<file path="src/rtl/addsub_acc_serial_if.sv">
// Operation request / result bundle for the nibble-serial add/subtract accumulator.
interface addsub_acc_serial_if #(
  parameter int N = 8
);
  localparam int D = N / 4;

  logic           start;
  logic [1:0]     op;
  logic [N-1:0]   B;
  logic           busy;
  logic           done;
  logic [N-1:0]   ACC;
  logic           cout;
  logic           ovf;
  logic [7*D-1:0] HEX;

  modport master (
    output start, op, B,
    input  busy, done, ACC, cout, ovf, HEX
  );

  modport slave (
    input  start, op, B,
    output busy, done, ACC, cout, ovf, HEX
  );
endinterface

</file>
<file path="src/rtl/addsub_acc_serial.sv">
// Accumulator with single-cycle LOAD/CLEAR and nibble-serial ADD/SUB (one nibble per clock),
// plus an active-low 7-segment decode of the accumulator.
module addsub_acc_serial #(
  parameter int N = 8
) (
  input logic              CLK,
  input logic              reset,
  addsub_acc_serial_if.slave bus
);
  localparam int D  = N / 4;
  localparam int IW = (D > 1) ? $clog2(D) : 1;

  typedef enum logic {IDLE, RUN} state_t;
  typedef enum logic [1:0] {OP_LOAD, OP_ADD, OP_SUB, OP_CLEAR} op_t;

  state_t         state, state_next;
  op_t            op_in;
  logic           accept_arith;
  logic           last;

  logic [N-1:0]   acc_q;
  logic           cout_q, ovf_q, done_q;
  logic [N-1:0]   a_sh, b_sh, shadow, shadow_next;
  logic           carry;
  logic [IW-1:0]  idx;
  logic           a_sign, b_sign, is_sub;
  logic [4:0]     nib_sum;

  assign op_in = op_t'(bus.op);

  // State register
  always_ff @(posedge CLK) begin
    if (reset) state <= IDLE;
    else       state <= state_next;
  end

  // Next-state logic
  always_comb begin
    state_next = state;
    case (state)
      IDLE: if (accept_arith) state_next = RUN;
      RUN:  if (last)         state_next = IDLE;
      default: state_next = IDLE;
    endcase
  end

  // Output / control decode
  always_comb begin
    bus.busy     = (state == RUN);
    accept_arith = (state == IDLE) && bus.start && (op_in == OP_ADD || op_in == OP_SUB);
    last         = (state == RUN) && (idx == IW'(D - 1));
  end

  // Operands shift right a nibble per cycle; the result nibble enters the shadow from the top,
  // so after D cycles the shadow holds the full sum in place.
  always_comb begin
    nib_sum     = {1'b0, a_sh[3:0]} + {1'b0, b_sh[3:0]} + {4'b0, carry};
    shadow_next = (shadow >> 4) | (N'(nib_sum[3:0]) << (N - 4));
  end

  always_ff @(posedge CLK) begin
    if (reset) begin
      acc_q  <= '0;
      cout_q <= 1'b0;
      ovf_q  <= 1'b0;
      done_q <= 1'b0;
      a_sh   <= '0;
      b_sh   <= '0;
      shadow <= '0;
      carry  <= 1'b0;
      idx    <= '0;
      a_sign <= 1'b0;
      b_sign <= 1'b0;
      is_sub <= 1'b0;
    end else begin
      done_q <= 1'b0;
      case (state)
        IDLE: begin
          if (bus.start) begin
            case (op_in)
              OP_LOAD: begin
                acc_q  <= bus.B;
                cout_q <= 1'b0;
                ovf_q  <= 1'b0;
                done_q <= 1'b1;
              end
              OP_CLEAR: begin
                acc_q  <= '0;
                cout_q <= 1'b0;
                ovf_q  <= 1'b0;
                done_q <= 1'b1;
              end
              default: begin
                is_sub <= (op_in == OP_SUB);
                a_sh   <= acc_q;
                b_sh   <= (op_in == OP_SUB) ? ~bus.B : bus.B;
                a_sign <= acc_q[N-1];
                b_sign <= (op_in == OP_SUB) ? ~bus.B[N-1] : bus.B[N-1];
                carry  <= (op_in == OP_SUB);
                idx    <= '0;
                shadow <= '0;
              end
            endcase
          end
        end
        RUN: begin
          a_sh   <= a_sh >> 4;
          b_sh   <= b_sh >> 4;
          carry  <= nib_sum[4];
          shadow <= shadow_next;
          idx    <= idx + IW'(1);
          if (last) begin
            acc_q  <= shadow_next;
            cout_q <= nib_sum[4] ^ is_sub;
            ovf_q  <= (a_sign == b_sign) && (shadow_next[N-1] != a_sign);
            done_q <= 1'b1;
          end
        end
        default: ;
      endcase
    end
  end

  function automatic logic [6:0] seg7(input logic [3:0] v);
    case (v)
      4'h0: seg7 = 7'b0000001;
      4'h1: seg7 = 7'b1001111;
      4'h2: seg7 = 7'b0010010;
      4'h3: seg7 = 7'b0000110;
      4'h4: seg7 = 7'b1001100;
      4'h5: seg7 = 7'b0100100;
      4'h6: seg7 = 7'b0100000;
      4'h7: seg7 = 7'b0001111;
      4'h8: seg7 = 7'b0000000;
      4'h9: seg7 = 7'b0000100;
      4'hA: seg7 = 7'b0001000;
      4'hB: seg7 = 7'b1100000;
      4'hC: seg7 = 7'b0110001;
      4'hD: seg7 = 7'b1000010;
      4'hE: seg7 = 7'b0110000;
      default: seg7 = 7'b0111000;
    endcase
  endfunction

  always_comb begin
    bus.ACC  = acc_q;
    bus.cout = cout_q;
    bus.ovf  = ovf_q;
    bus.done = done_q;
    bus.HEX  = '1;
    for (int unsigned i = 0; i < D; i++) begin
      bus.HEX[7*i +: 7] = seg7(acc_q[4*i +: 4]);
    end
  end
endmodule

</file>
<file path="src/flat_wrapper.sv">
// flat-port wrapper written by rule: the top's interface ports become plain ports
module addsub_acc_serial_flat 
#(
  parameter int N = 8
)
  (CLK, reset, bus_start, bus_op, bus_B, bus_busy, bus_done, bus_ACC, bus_cout, bus_ovf, bus_HEX);
  addsub_acc_serial_if #(.N(N)) bus_i ();
  input logic CLK;
  input logic reset;
  input wire logic [$bits(bus_i.start)-1:0] bus_start;
  input wire logic [$bits(bus_i.op)-1:0] bus_op;
  input wire logic [$bits(bus_i.B)-1:0] bus_B;
  output wire logic [$bits(bus_i.busy)-1:0] bus_busy;
  output wire logic [$bits(bus_i.done)-1:0] bus_done;
  output wire logic [$bits(bus_i.ACC)-1:0] bus_ACC;
  output wire logic [$bits(bus_i.cout)-1:0] bus_cout;
  output wire logic [$bits(bus_i.ovf)-1:0] bus_ovf;
  output wire logic [$bits(bus_i.HEX)-1:0] bus_HEX;
  assign bus_i.start = bus_start;
  assign bus_i.op = bus_op;
  assign bus_i.B = bus_B;
  assign bus_busy = bus_i.busy;
  assign bus_done = bus_i.done;
  assign bus_ACC = bus_i.ACC;
  assign bus_cout = bus_i.cout;
  assign bus_ovf = bus_i.ovf;
  assign bus_HEX = bus_i.HEX;
  addsub_acc_serial #(.N(N)) u_core (.CLK(CLK), .reset(reset), .bus(bus_i));
endmodule
</file>
<file path="config.mk">
export PLATFORM = sky130hd
export DESIGN_NAME = addsub_acc_serial_flat
export DESIGN_NICKNAME = d
export VERILOG_FILES = /design/src/rtl/addsub_acc_serial_if.sv /design/src/rtl/addsub_acc_serial.sv /design/src/flat_wrapper.sv
export SDC_FILE = /design/constraint.sdc
export NUM_CORES = 1
export LEC_CHECK = 0
export ABC_AREA = 1
export CORE_MARGIN = 2
export CORE_UTILIZATION = 51
export CTS_BUF_LIST = sky130_fd_sc_hd__clkbuf_4
export DETAILED_ROUTE_END_ITERATION = 10
export PLACE_DENSITY_LB_ADDON = 0.25
export SKIP_LAST_GASP = 1
export SYNTH_ARGS = -nofsm -noshare
export SYNTH_HDL_FRONTEND = slang
export SYNTH_SLANG_ARGS = --single-unit
export TNS_END_PERCENT = 20
</file>
<file path="constraint.sdc">
create_clock -name CLK -period 2.23 [get_ports CLK]
set_input_delay 0.223 -clock CLK [delete_from_list [all_inputs] [get_ports CLK]]
set_output_delay 0.223 -clock CLK [all_outputs]
set_load 0.02 [all_outputs]
</file>
After elaboration in Yosys (flattened, before gate mapping)

Memory sizes are Yosys's and may differ from the RTL's. A register that Yosys moved wholly into a read port is not among the register bits.
Cells that the tools add are included.

Memories kept: 2
Output and inout bits: 26
Input bits: 13
Flip-flop bits (word level): 41
Word-level logic and storage cells: 83
Memory bits (writable): 0
Latch bits: 0
ROM bits: 224

Memory list:

| memory           | words | bits a word | read ports | clocked after memory_dff | write ports | line                     | source |
|---|---|---|---|---|---|---|---|
| (name not given) | 16    | 7           | 1          | 1                        | 0           | addsub_acc_serial.sv:125 | `case (v)` |
| (name not given) | 16    | 7           | 1          | 1                        | 0           | addsub_acc_serial.sv:125 |  |

Add/subtract/negate cells: 3
Eq/ne operators: 10
Shifts and indexed selects: 0
$mul: 0
Reductions and logical operators: 11
Bitwise gates (word level): 6
Muxes and demuxes: 38
Divide/modulo/power cells: 0
$lt $le $gt $ge: 0

Operator list:

| operator                                                        | number |
|---|---|
| 8-bit one-hot mux with 2 select lines                           | 5 |
| 8-bit two-way mux                                               | 9 |
| 4-bit two-way mux                                               | 4 |
| 1-bit two-way mux                                               | 14 |
| 1-bit one-hot mux with 2 select lines                           | 6 |
| 3-bit AND reduction                                             | 3 |
| 2-bit != test, second input constant                            | 4 |
| 8-bit NOT                                                       | 1 |
| 4-bit by 8-bit OR with 8-bit output                             | 1 |
| 4-bit by 4-bit adder with 5-bit output                          | 1 |
| 5-bit by 1-bit adder with 5-bit output                          | 1 |
| 2-bit == test, second input constant                            | 2 |
| 1-bit logical AND                                               | 4 |
| 3-bit != test, second input constant                            | 1 |
| 1-bit NOT                                                       | 3 |
| 2-bit by 1-bit == test with 1-bit output, second input constant | 1 |
| 2-bit logical NOT                                               | 1 |
| 2-bit AND reduction                                             | 1 |
| 2-bit OR reduction                                              | 1 |
| 1-bit adder, second input constant                              | 1 |
| 1-bit == test                                                   | 1 |
| 1-bit logical OR                                                | 1 |
| 1-bit != test                                                   | 1 |
| 1-bit XOR                                                       | 1 |

Longest topological paths before layout

Gate-level depths: netlist of the first run.

Word-level depth: 7
Depth in mapped cells: 15
Depth with buffers taken out: 15

Worst setup path before layout of the first run

No wires, ideal clock.

Path kind: flip-flop to flip-flop
Start point: reg u_core.carry
End point: reg u_core.bus.HEX[10] (netlist name)
Data arrival time: 2.083 ns
Slack: 0.035 ns
Setup time: 0.112 ns
Clock period less this slack: 2.195 ns
Stages on the path, launching flop included: 14
Path buffers: 0
Path through: dfxtp_1 -> fa_1 -> inv_1 -> fa_1 -> nand2_1 -> nand2_1 -> nand2_1 -> nand3_1 -> ha_1 -> inv_1 -> nand3_1 -> nand2_1 -> nand2_1 -> nand2_1

Longest elaborated chain between the ends: 6

RTL lines:

| what                                     | line                     | source |
|---|---|---|
| from (decl)                              | addsub_acc_serial.sv:24  | `logic carry;` |
| from (signal assigned)                   | addsub_acc_serial.sv:99  | `carry <= (op_in == OP_SUB);` |
| from (signal assigned)                   | addsub_acc_serial.sv:109 | `carry <= nib_sum[4];` |
| 5-bit by 1-bit adder with 5-bit output   | addsub_acc_serial.sv:57  | `nib_sum = {1'b0, a_sh[3:0]} + {1'b0, b_sh[3:0]} + {4'b0, carry};` |
| 4-bit by 8-bit OR with 8-bit output      | addsub_acc_serial.sv:58  | `shadow_next = (shadow >> 4) \| (N'(nib_sum[3:0]) << (N - 4));` |
| 8-bit two-way mux                        | addsub_acc_serial.sv:112 | `if (last) begin` |
| 8-bit one-hot mux with 2 select lines    | addsub_acc_serial.sv:77  | `case (state)` |
| 4-bit two-way mux (no line) (2 in a row) | n/a                      |  |

Every way passes these cells. The select of a mux whose other input is x is not followed.
A chain may end at the register's enable or synchronous reset.

Final worst setup path of the first run

Start point: reg u_core.a_sh[0]
End point: reg u_core.bus.HEX[7] (netlist name)

Longest elaborated chain between the ends: 7

RTL lines:

| what                                     | line                     | source |
|---|---|---|
| from (decl)                              | addsub_acc_serial.sv:23  | `logic [N-1:0] a_sh, b_sh, shadow, shadow_next;` |
| from (signal assigned)                   | addsub_acc_serial.sv:95  | `a_sh <= acc_q;` |
| from (signal assigned)                   | addsub_acc_serial.sv:107 | `a_sh <= a_sh >> 4;` |
| 4-bit by 4-bit adder with 5-bit output   | addsub_acc_serial.sv:57  |  |
| 5-bit by 1-bit adder with 5-bit output   | addsub_acc_serial.sv:57  |  |
| 4-bit by 8-bit OR with 8-bit output      | addsub_acc_serial.sv:58  |  |
| 8-bit two-way mux                        | addsub_acc_serial.sv:112 |  |
| 8-bit one-hot mux with 2 select lines    | addsub_acc_serial.sv:77  |  |
| 4-bit two-way mux (no line) (2 in a row) | n/a                      |  |

Every way passes these cells. The select of a mux whose other input is x is not followed.

==> results_tabular.tex, run 1 <==
\begin{tabular}{lr}
\hline
Metric & Value \\
\hline
\multicolumn{2}{l}{\textbf{Critical path}} \\
\quad Worst R2R Start & u\_core.a\_sh[0]\$\_SDFFE\_PP0P\_ \\
\quad Critical R2R Capture & u\_core.bus.HEX[7]\$\_DFF\_P\_ \\
\quad Type of origin of the critical path & flip-flop \\
\quad Largest fanout on the critical path & 3 \\
\quad Crit path DAT & 2.54 ns \\
\quad Required time at the worst-slack endpoint & 2.56 ns \\
\quad Worst r2r path cells & 13 \\
\quad Classification of the worst setup path & flip-flop to flip-flop \\
\quad Element type at the critical path end & flip-flop \\
\quad Setup slack on the worst flop-to-flop path & roughly 0.017 ns \\
\multicolumn{2}{l}{\textbf{STA}} \\
\quad Layout Skew & 0.00494 ns \\
\quad RSZ-0062 raised after global routing & yes \\
\quad Measured slew at the worst slew-check pin & 0.566 ns \\
\quad Max-slew violations & 0 \\
\quad Minimum clock period & 2.21 ns \\
\quad Final Cycle Share & 99.2\% \\
\quad Sum Neg Setup Slack & 0 ns \\
\quad Maximum clock frequency & 452 MHz \\
\quad Setup-violating endpoint count in the final report & 0 \\
\quad Final Hold Vio Count & 0 \\
\quad Headroom to the max-slew limit & 62.3\% \\
\multicolumn{2}{l}{\textbf{Synthesis}} \\
\quad Combinational family with the most area after synthesis & simple AND/OR/NAND/NOR gates \\
\quad Synth Area in Simple Gates & between 30\% and 40\% \\
\quad Post-Syn Nets & approximately 420 \\
\quad Mux cell area share after synthesis & 0\% \\
\quad Cell types occupying the most area after synthesis & dfxtp\_1, nand2\_1, ha\_1 \\
\quad Post-synthesis area per instance & 7.07 um\^{}2 \\
\quad Warnings, synthesis & 0 \\
\quad Proportion of synthesized chip area in sequential cells & 37.0\% \\
\quad Biggest area consumer among synthesized cells & dfxtp\_1 \\
\quad Area of the mapped netlist & 2760 um\^{}2 \\
\quad Register bit count reported by yosys & 51 \\
\quad Synthesized netlist cell count & 390 \\
\quad Compound-gate portion of the synthesized area & 8.03\% \\
\quad Yosys top cell area share & 37.0\% \\
\quad Adder-cell area share of the yosys netlist & 8.71\% \\
\quad Number of distinct library cells after synthesis & 29 \\
\quad Post-Synth XOR/XNOR Area & under 10\% \\
\multicolumn{2}{l}{\textbf{Detailed routing}} \\
\quad DRC errors left & 0 \\
\quad Detailed-route vias per instance & 4.98 \\
\quad Routed WL per cell & 12.8 um \\
\quad Antenna Violating Nets Remaining & 0 \\
\quad Total wire length after detailed routing & 6670 um \\
\quad DRC violation total after the first TritonRoute iteration & 209 \\
\quad First-pass DRT Iterations & 4 \\
\quad Total number of vias & 2587 \\
\multicolumn{2}{l}{\textbf{Placed design}} \\
\quad Input/output buffers & 38 \\
\quad Last weighted congestion value of the routability-driven placer & between 0.9 and 1 \\
\quad HPWL after detailed placement & 5000 um \\
\quad Placed cells & 512 \\
\multicolumn{2}{l}{\textbf{Finish}} \\
\quad Combined area of the multi-input logic cells & 1560 um\^{}2 \\
\quad Final cell count without fillers & 519 \\
\quad Fillcell total & roughly 460 \\
\quad Storage element area & 1020 um\^{}2 \\
\quad Post-layout nets & 480 \\
\quad Area added between synthesis and finish & 24.9\% \\
\quad Number of diodes added for antenna fixing & 0 \\
\quad Share of cells above drive strength 1 & about 17\% \\
\multicolumn{2}{l}{\textbf{Global route}} \\
\quad Pin count of the biggest net entering global routing & 32 \\
\quad Global-route wire length before repair & roughly 11000 um \\
\quad GRT Util Overall & 23.0\% \\
\quad Vias in the first global route & about 2.4k \\
\quad Total global routing overflow & 0 \\
\quad Number of antenna violations at the first check in global routing & 0 \\
\multicolumn{2}{l}{\textbf{Run status}} \\
\quad Outcome & finished, final reports clean \\
\multicolumn{2}{l}{\textbf{Job}} \\
\quad Max\_cap viols & 0 \\
\multicolumn{2}{l}{\textbf{Pwr}} \\
\quad Peak supply drop & 0.000332 V \\
\quad Sequential fraction of design power & between 40\% and 50\% \\
\quad Power per standard cell area & between 600 and 700 nW/um\^{}2 \\
\quad LEAKAGE & 1.63 nW \\
\quad Total internal power & 0.00147 W \\
\quad Clock power share & 17.6\% \\
\quad Switching power total & 0.000816 W \\
\quad Combinational group share of total power & a little over a third \\
\quad Switching share of total power & 35.7\% \\
\multicolumn{2}{l}{\textbf{Clocking}} \\
\quad Count of H-tree levels built during CTS & 2 \\
\quad Clock tree from TritonCTS & built \\
\quad Clock-pin slew of the registers on the worst-case setup and hold paths & 0.14 ns \\
\quad Max Buffers Root-to-Sink & 2 \\
\quad Number of buffers inserted during clock tree synthesis & 5 \\
\quad Cell at the root of the clock tree & clkbuf\_4 \\
\quad Insertion delay of the later-clocked pin in the worst-skew pair & 0.37 ns \\
\quad TritonCTS sink count & 51 \\
\quad Post-CTS repair timing setup buffer count & 0 \\
\multicolumn{2}{l}{\textbf{Die}} \\
\quad Row count & 26 \\
\quad Boundary Pins & 39 \\
\quad Die area & 6010 um\^{}2 \\
\quad Die Span X & 77.6 um \\
\quad Die span in y & 77.6 um \\
\quad Effective utilization at floorplan & 53.3\% \\
\quad Placeable core area & 5170 um\^{}2 \\
\multicolumn{2}{l}{\textbf{Worst hold path}} \\
\quad Capture endpoint of the worst hold path & u\_core.shadow[4]\$\_SDFFE\_PP0P\_ \\
\quad HP Class & flip-flop to flip-flop \\
\quad Hold Path Depth & 2 \\
\quad Source of the worst hold timing path & u\_core.shadow[4]\$\_SDFFE\_PP0P\_ \\
\hline
\end{tabular}
layout make-up:
| cell class | count | share of cell area, % |
|---|---|---|
| Inverter | 41 | 4.54 |
| Sequential cell | 51 | 29.7 |
| Multi-Input combinational cell | 287 | 45.4 |
| Timing Repair Buffer | 63 | 16.5 |
| Clock buffer | 5 | 1.09 |
| Clock inverter | 2 | 0.254 |
| Tap cell | 70 | 2.54 |
power by group through the flow:
stage          Sequential, W  Combinational (W)  Clock, W
2_1_floorplan        0.00116           0.000392         0
3_3_place_gp         0.00107           0.000790         0
3_5_place_dp         0.00107           0.000802         0
4_1_cts              0.00105           0.000817  0.000422
5_1_grt              0.00107           0.000908  0.000460
6_report             0.00105           0.000828  0.000402
synth_stat cells:
cell,instances
a22oi_1,1
or2_2,1
nand4_1,6
a31oi_1,8
xor2_1,8
a21oi_1,24
clkbuf_1,5
nand2_4,2
nor2_4,3
inv_2,3
nand2_2,12
nor2_2,3
o21ai_1,2
dfxtp_1,51
a21oi_4,1
fa_1,2
nand3_2,3
inv_1,36
a21oi_2,2
nand3b_1,1
nand3_1,27
nand2_1,154
buf_6,2
nor2_1,11
buf_4,1
inv_4,1
buf_2,3
ha_1,16
clkinv_1,1
worst max-delay path by stage:
stage                                           start                          to  slack (ns)  cells after the start
after detailed placement                    bus_op[0]   u_core.bus.HEX[3]$_DFF_P_       -0.18                     14
after CTS                   u_core.carry$_SDFFE_PP0P_  u_core.bus.HEX[10]$_DFF_P_        0.01                     13
after floorplan             u_core.carry$_SDFFE_PP0P_  u_core.bus.HEX[10]$_DFF_P_        0.03                     13
after global routing      u_core.a_sh[0]$_SDFFE_PP0P_  u_core.bus.HEX[10]$_DFF_P_        -0.1                     13
final                     u_core.a_sh[0]$_SDFFE_PP0P_   u_core.bus.HEX[7]$_DFF_P_        0.02                     13
after global placement                      bus_op[0]   u_core.bus.HEX[3]$_DFF_P_       -0.10                     14
cell usage in the layout, fill, tap and decap left out:
| cell | n |
|---|---|
| nand2_1 | 153 |
| dfxtp_1 | 48 |
| clkdlybuf4s50_1 | 38 |
| inv_1 | 34 |
| buf_4 | 25 |
| nand3_1 | 24 |
| a21oi_1 | 24 |
| nand2_2 | 13 |
| ha_1 | 13 |
| nor2_1 | 11 |
| a31oi_1 | 8 |
| xor2_1 | 8 |
| nand4_1 | 6 |
| inv_2 | 5 |
| nand3_2 | 5 |
| clkbuf_4 | 5 |
| nor2_2 | 3 |
| nor2_4 | 3 |
| dfxtp_2 | 3 |
| nand2_4 | 2 |
| o21ai_1 | 2 |
| a21oi_2 | 2 |
| clkinv_1 | 2 |
| ha_2 | 2 |
| nand3_4 | 1 |
| a21oi_4 | 1 |
| inv_4 | 1 |
| a22oi_1 | 1 |
| or2_2 | 1 |
| nand3b_1 | 1 |
| fa_2 | 1 |
| fa_1 | 1 |
| ha_4 | 1 |
| clkinv_2 | 1 |
per-stage QoR:
step	setup slack, ns	area [um^2]	hold slack (ns)	utilization [%]	total power [W]
finish	0.0168	3450	0.474	66.6	0.00228
global route	-0.0960	3450	0.491	66.6	0.00243
CTS	0.0129	3430	0.477	66.3	0.00229
detailed placement	-0.179	3350	0.457	64.8	0.00188
global placement	-0.104	3350	0.452	64.8	0.00186
floorplan	0.0348	2760	0.320	-	0.00155
flip-flops by register name, indices dropped and copies added, names as in the netlist:
signal           count
u_core.idx           1
u_core.bus.ACC       8
u_core.bus.cout      1
u_core.b_sign        1
u_core.a_sign        1
u_core.bus.ovf       1
u_core.shadow        4
u_core.carry         1
u_core.bus.done      1
u_core.bus.busy      1
u_core.a_sh          8
u_core.bus.HEX      14
u_core.b_sh          8
u_core.is_sub        1
cell families after synthesis:
| family | Yosys count |
|---|---|
| AOI/OAI and AO/OA | 38 |
| DFF | 51 |
| and+or+nand+nor | 223 |
| xor gates and xnor gates | 8 |
| adders and majority gates | 18 |
| buffers and inverters | 52 |
worst max-delay path, stage by stage, from the launching register on:
cell and delay (ns):
dfxtp_2 0.36, fa_2 0.41, inv_2 0.06, fa_1 0.42, inv_1 0.07, nand2_1 0.06, nand2_1 0.06, nor2_1 0.05
nor2_2 0.16, ha_2 0.23, nand3_2 0.09, nand2_1 0.09, nand2_1 0.05, nand2_1 0.05
per-layer routing:
layer / vias to the layer above / share of wire, % / GRT usage, %
li1: 1348 / - / -
met5: - / 0 / 0
met4: 0 / 0.75 / 5.89
met1: 1163 / 48 / 32.7
met3: 4 / 6.4 / 4.07
met2: 72 / 45 / 36.3
what timing repair did:
item,4_1_cts,5_1_grt
endpoints found under the setup margin,7,6
cloned,0,0
pin swaps,0,12
gates resized for setup,7,7
hold buffers,0,0
Power figures use the tool's default switching activity.
==> inputs of run 2 (changes only) <==
- ABC_CLOCK_PERIOD_IN_PS: default -> 2230
==> results of run 2 <==
The final DEF is identical to that of run 1; final timing and power are the same.
==> inputs of run 3 (changes only) <==
- ABC_CLOCK_PERIOD_IN_PS: 2230 -> 1900
- SLEW_MARGIN: default -> 20
- clock period: 2.23 -> 1.9 ns (I/O delays scaled with it)
==> results_tabular.tex, run 3 (synthesis results as in run 1) <==
\begin{tabular}{lr}
\hline
Metric & Value \\
\hline
\multicolumn{2}{l}{\textbf{STA}} \\
\quad Max-slew violations & 0 (unchanged) \\
\quad Layout Skew & 0.0102 ns (+0.00530 ns) \\
\quad Final Cycle Share & 119\% (+20 points) \\
\quad RSZ-0062 raised after global routing & yes \\
\quad Worst setup slack after layout & -0.366 ns (-0.383 ns) \\
\quad Maximum clock frequency & 441 MHz (-2.3\%) \\
\quad Minimum clock period & 2.27 ns (+0.0529 ns) \\
\quad Sum Neg Setup Slack & -2.45 ns (-2.45 ns) \\
\quad Worst hold slack & 0.475 ns (+0.00132 ns) \\
\quad Headroom to the max-slew limit & 75.6\% (+13 points) \\
\quad Setup-violating endpoint count in the final report & 11 (+11) \\
\quad Measured slew at the worst slew-check pin & 0.366 ns (-0.201 ns) \\
\quad Final Hold Vio Count & 0 (unchanged) \\
\multicolumn{2}{l}{\textbf{Die}} \\
\quad Row count & 26 (unchanged) \\
\quad Effective utilization at floorplan & 53.3\% (unchanged) \\
\quad Placeable core area & 5170 um\^{}2 (unchanged) \\
\quad Die Span X & 77.6 um (unchanged) \\
\quad Die area & 6010 um\^{}2 (unchanged) \\
\quad Die span in y & 77.6 um (unchanged) \\
\quad Boundary Pins & 39 (unchanged) \\
\multicolumn{2}{l}{\textbf{Global route}} \\
\quad Total global routing overflow & 0 (unchanged) \\
\quad Pin count of the biggest net entering global routing & 32 (unchanged) \\
\quad Number of antenna violations at the first check in global routing & 0 (unchanged) \\
\quad GRT Util Overall & 25.4\% (+2.4 points) \\
\quad Global-route wire length before repair & 12300 um (+11\%) \\
\quad Vias in the first global route & 2719 (+16\%) \\
\multicolumn{2}{l}{\textbf{Detailed routing}} \\
\quad Detailed-route vias per instance & 4.96 (-0.57\%) \\
\quad DRC errors left & 0 (unchanged) \\
\quad DR WL met3 & 261 um (-38\%) \\
\quad Antenna Violating Nets Remaining & 0 (unchanged) \\
\quad First-pass DRT Iterations & 4 (unchanged) \\
\quad Metal1 wirelength & 3360 um (+6.1\%) \\
\quad DRC violation total after the first TritonRoute iteration & 159 (-24\%) \\
\quad Routed WL per cell & 13.5 um (+4.8\%) \\
\quad Max Used Layer & met4 \\
\quad Routed length on met2 & 3610 um (+19\%) \\
\quad Total number of vias & 2701 (+4.4\%) \\
\quad Total wire length after detailed routing & 7340 um (+10\%) \\
\multicolumn{2}{l}{\textbf{Finish}} \\
\quad Final cell count without fillers & 545 (+5.0\%) \\
\quad Most common cell after layout, fill and taps aside & nand2\_1 \\
\quad Largest register FFs & 14 (unchanged) \\
\quad Core utilization of the finished layout & 71.8\% (+5.2 points) \\
\quad Share of cells above drive strength 1 & 22.5\% (+5.8 points) \\
\quad Number of diodes added for antenna fixing & 0 (unchanged) \\
\quad Leading cell types in the layout, fill and taps excluded & nand2\_1, buf\_4, dfxtp\_1 \\
\quad Area added between synthesis and finish & 34.6\% \\
\quad Post-layout nets & 505 (+5.2\%) \\
\multicolumn{2}{l}{\textbf{Critical path}} \\
\quad Classification of the worst setup path & flip-flop to flip-flop \\
\quad Required time at the worst-slack endpoint & 2.24 ns (-0.32 ns) \\
\quad Buf+Inv Stages, Crit Path & 2 (unchanged) \\
\quad Critical path's most frequent cell & nand2\_1 \\
\quad Cells along the critical path & fa\_2 -> inv\_2 -> fa\_2 -> inv\_2 -> nand2\_2 -> nand2\_2 -> nor2\_2 -> nor2\_4 -> ha\_4 -> nand3\_4 -> nand2\_1 -> nand2\_1 -> nand2\_1 \\
\quad Type of origin of the critical path & flip-flop \\
\quad Cell with the largest stage delay on the worst path & fa\_2 \\
\quad CP peak stage delay & 0.46 ns (+0.04 ns) \\
\quad Crit path DAT & 2.60 ns (+0.06 ns) \\
\quad Element type at the critical path end & flip-flop \\
\quad Largest fanout on the critical path & 3 (unchanged) \\
\quad Worst path top cell family by delay & adder cells \\
\multicolumn{2}{l}{\textbf{Clocking}} \\
\quad Cell at the root of the clock tree & clkbuf\_4 \\
\quad Number of buffers inserted during clock tree synthesis & 5 (unchanged) \\
\quad Count of hold-fix buffers inserted at cts & 0 (unchanged) \\
\quad Clock tree from TritonCTS & built \\
\quad Count of H-tree levels built during CTS & 2 (unchanged) \\
\quad Max Buffers Root-to-Sink & 2 (unchanged) \\
\quad TritonCTS sink count & 51 (unchanged) \\
\quad Insertion delay of the later-clocked pin in the worst-skew pair & 0.38 ns (about the same) \\
\quad Clock-pin slew of the registers on the worst-case setup and hold paths & 0.15 ns (about the same) \\
\multicolumn{2}{l}{\textbf{Pwr}} \\
\quad Power per standard cell area & 791 nW/um\^{}2 (+19\%) \\
\quad Peak supply drop & 0.000481 V (+45\%) \\
\quad LEAKAGE & 1.77 nW (+8.6\%) \\
\multicolumn{2}{l}{\textbf{Run status}} \\
\quad Outcome & complete, but fails checks \\
\quad Failing checks & setup timing \\
\multicolumn{2}{l}{\textbf{Worst hold path}} \\
\quad HP Class & flip-flop to flip-flop \\
\multicolumn{2}{l}{\textbf{Placed design}} \\
\quad Last weighted congestion value of the routability-driven placer & 0.924 (+0.40\%) \\
\quad Input/output buffers & 38 (unchanged) \\
\quad HPWL after detailed placement & 5400 um (+7.9\%) \\
\quad Placed cells & 533 (+4.1\%) \\
\multicolumn{2}{l}{\textbf{Job}} \\
\quad Max\_cap viols & 0 (unchanged) \\
\hline
\end{tabular}
run 3: where the power goes:
group	internal (W)	switching [W]	leakage, nW	total (W)
Combinational	0.000468	0.000599	1.31	0.00107
Clock	0.000271	0.000360	0.0426	0.000631
Sequential	0.00118	0.0000574	0.419	0.00124
Total	0.00192	0.00102	1.77	0.00294
run 3: worst min-delay path: stages, from the launching register on:
cell and delay (ns):
dfxtp_1 0.34, nand2_1 0.06, a21oi_1 0.05
run 3: layout make-up:
type                            count  area (um^2)
Multi-Input combinational cell    287         1600
Fill cell                         405         1460
Sequential cell                    51         1020
Timing Repair Buffer               88          768
Inverter                           41          156
Tap cell                           70         87.6
Clock inverter                      3         38.8
Clock buffer                        5         37.5
run 3: routing by layer:
metal	vias to the layer above	GRT usage (%)
met4	0	8.57
met3	9	3.95
li1	1395	-
met5	-	0
met1	1239	32.3
met2	58	43.9
run 3: worst paths after layout:
path | start | to | slack (ns) | cells past startpoint
setup / recovery | u_core.a_sh[0]$_SDFFE_PP0P_ | u_core.bus.HEX[10]$_DFF_P_ | -0.37 | 13
setup reg to reg | u_core.a_sh[0]$_SDFFE_PP0P_ | u_core.bus.HEX[10]$_DFF_P_ | -0.37 | 13
hold reg to reg | u_core.b_sh[7]$_SDFFE_PP0P_ | u_core.b_sh[7]$_SDFFE_PP0P_ | 0.47 | 2
hold / removal | u_core.b_sh[7]$_SDFFE_PP0P_ | u_core.b_sh[7]$_SDFFE_PP0P_ | 0.47 | 2
run 3: timing repair:
| item | CTS | global route |
|---|---|---|
| setup endpoints to repair | 9 | 19 |
| gates resized for setup | 12 | 7 |
| pin swaps | 16 | 12 |
| setup buffers | 2 | 2 |
run 3: metrics by stage:
step / power (W) / setup WS (ns) / area, um^2
after global routing: 0.00311 / -0.466 / 3710
after detailed placement: 0.00227 / -0.444 / 3530
after floorplan: 0.00182 / -0.170 / 2770
after global placement: 0.00226 / -0.393 / 3530
final: 0.00294 / -0.366 / 3710
after CTS: 0.00292 / -0.394 / 3670
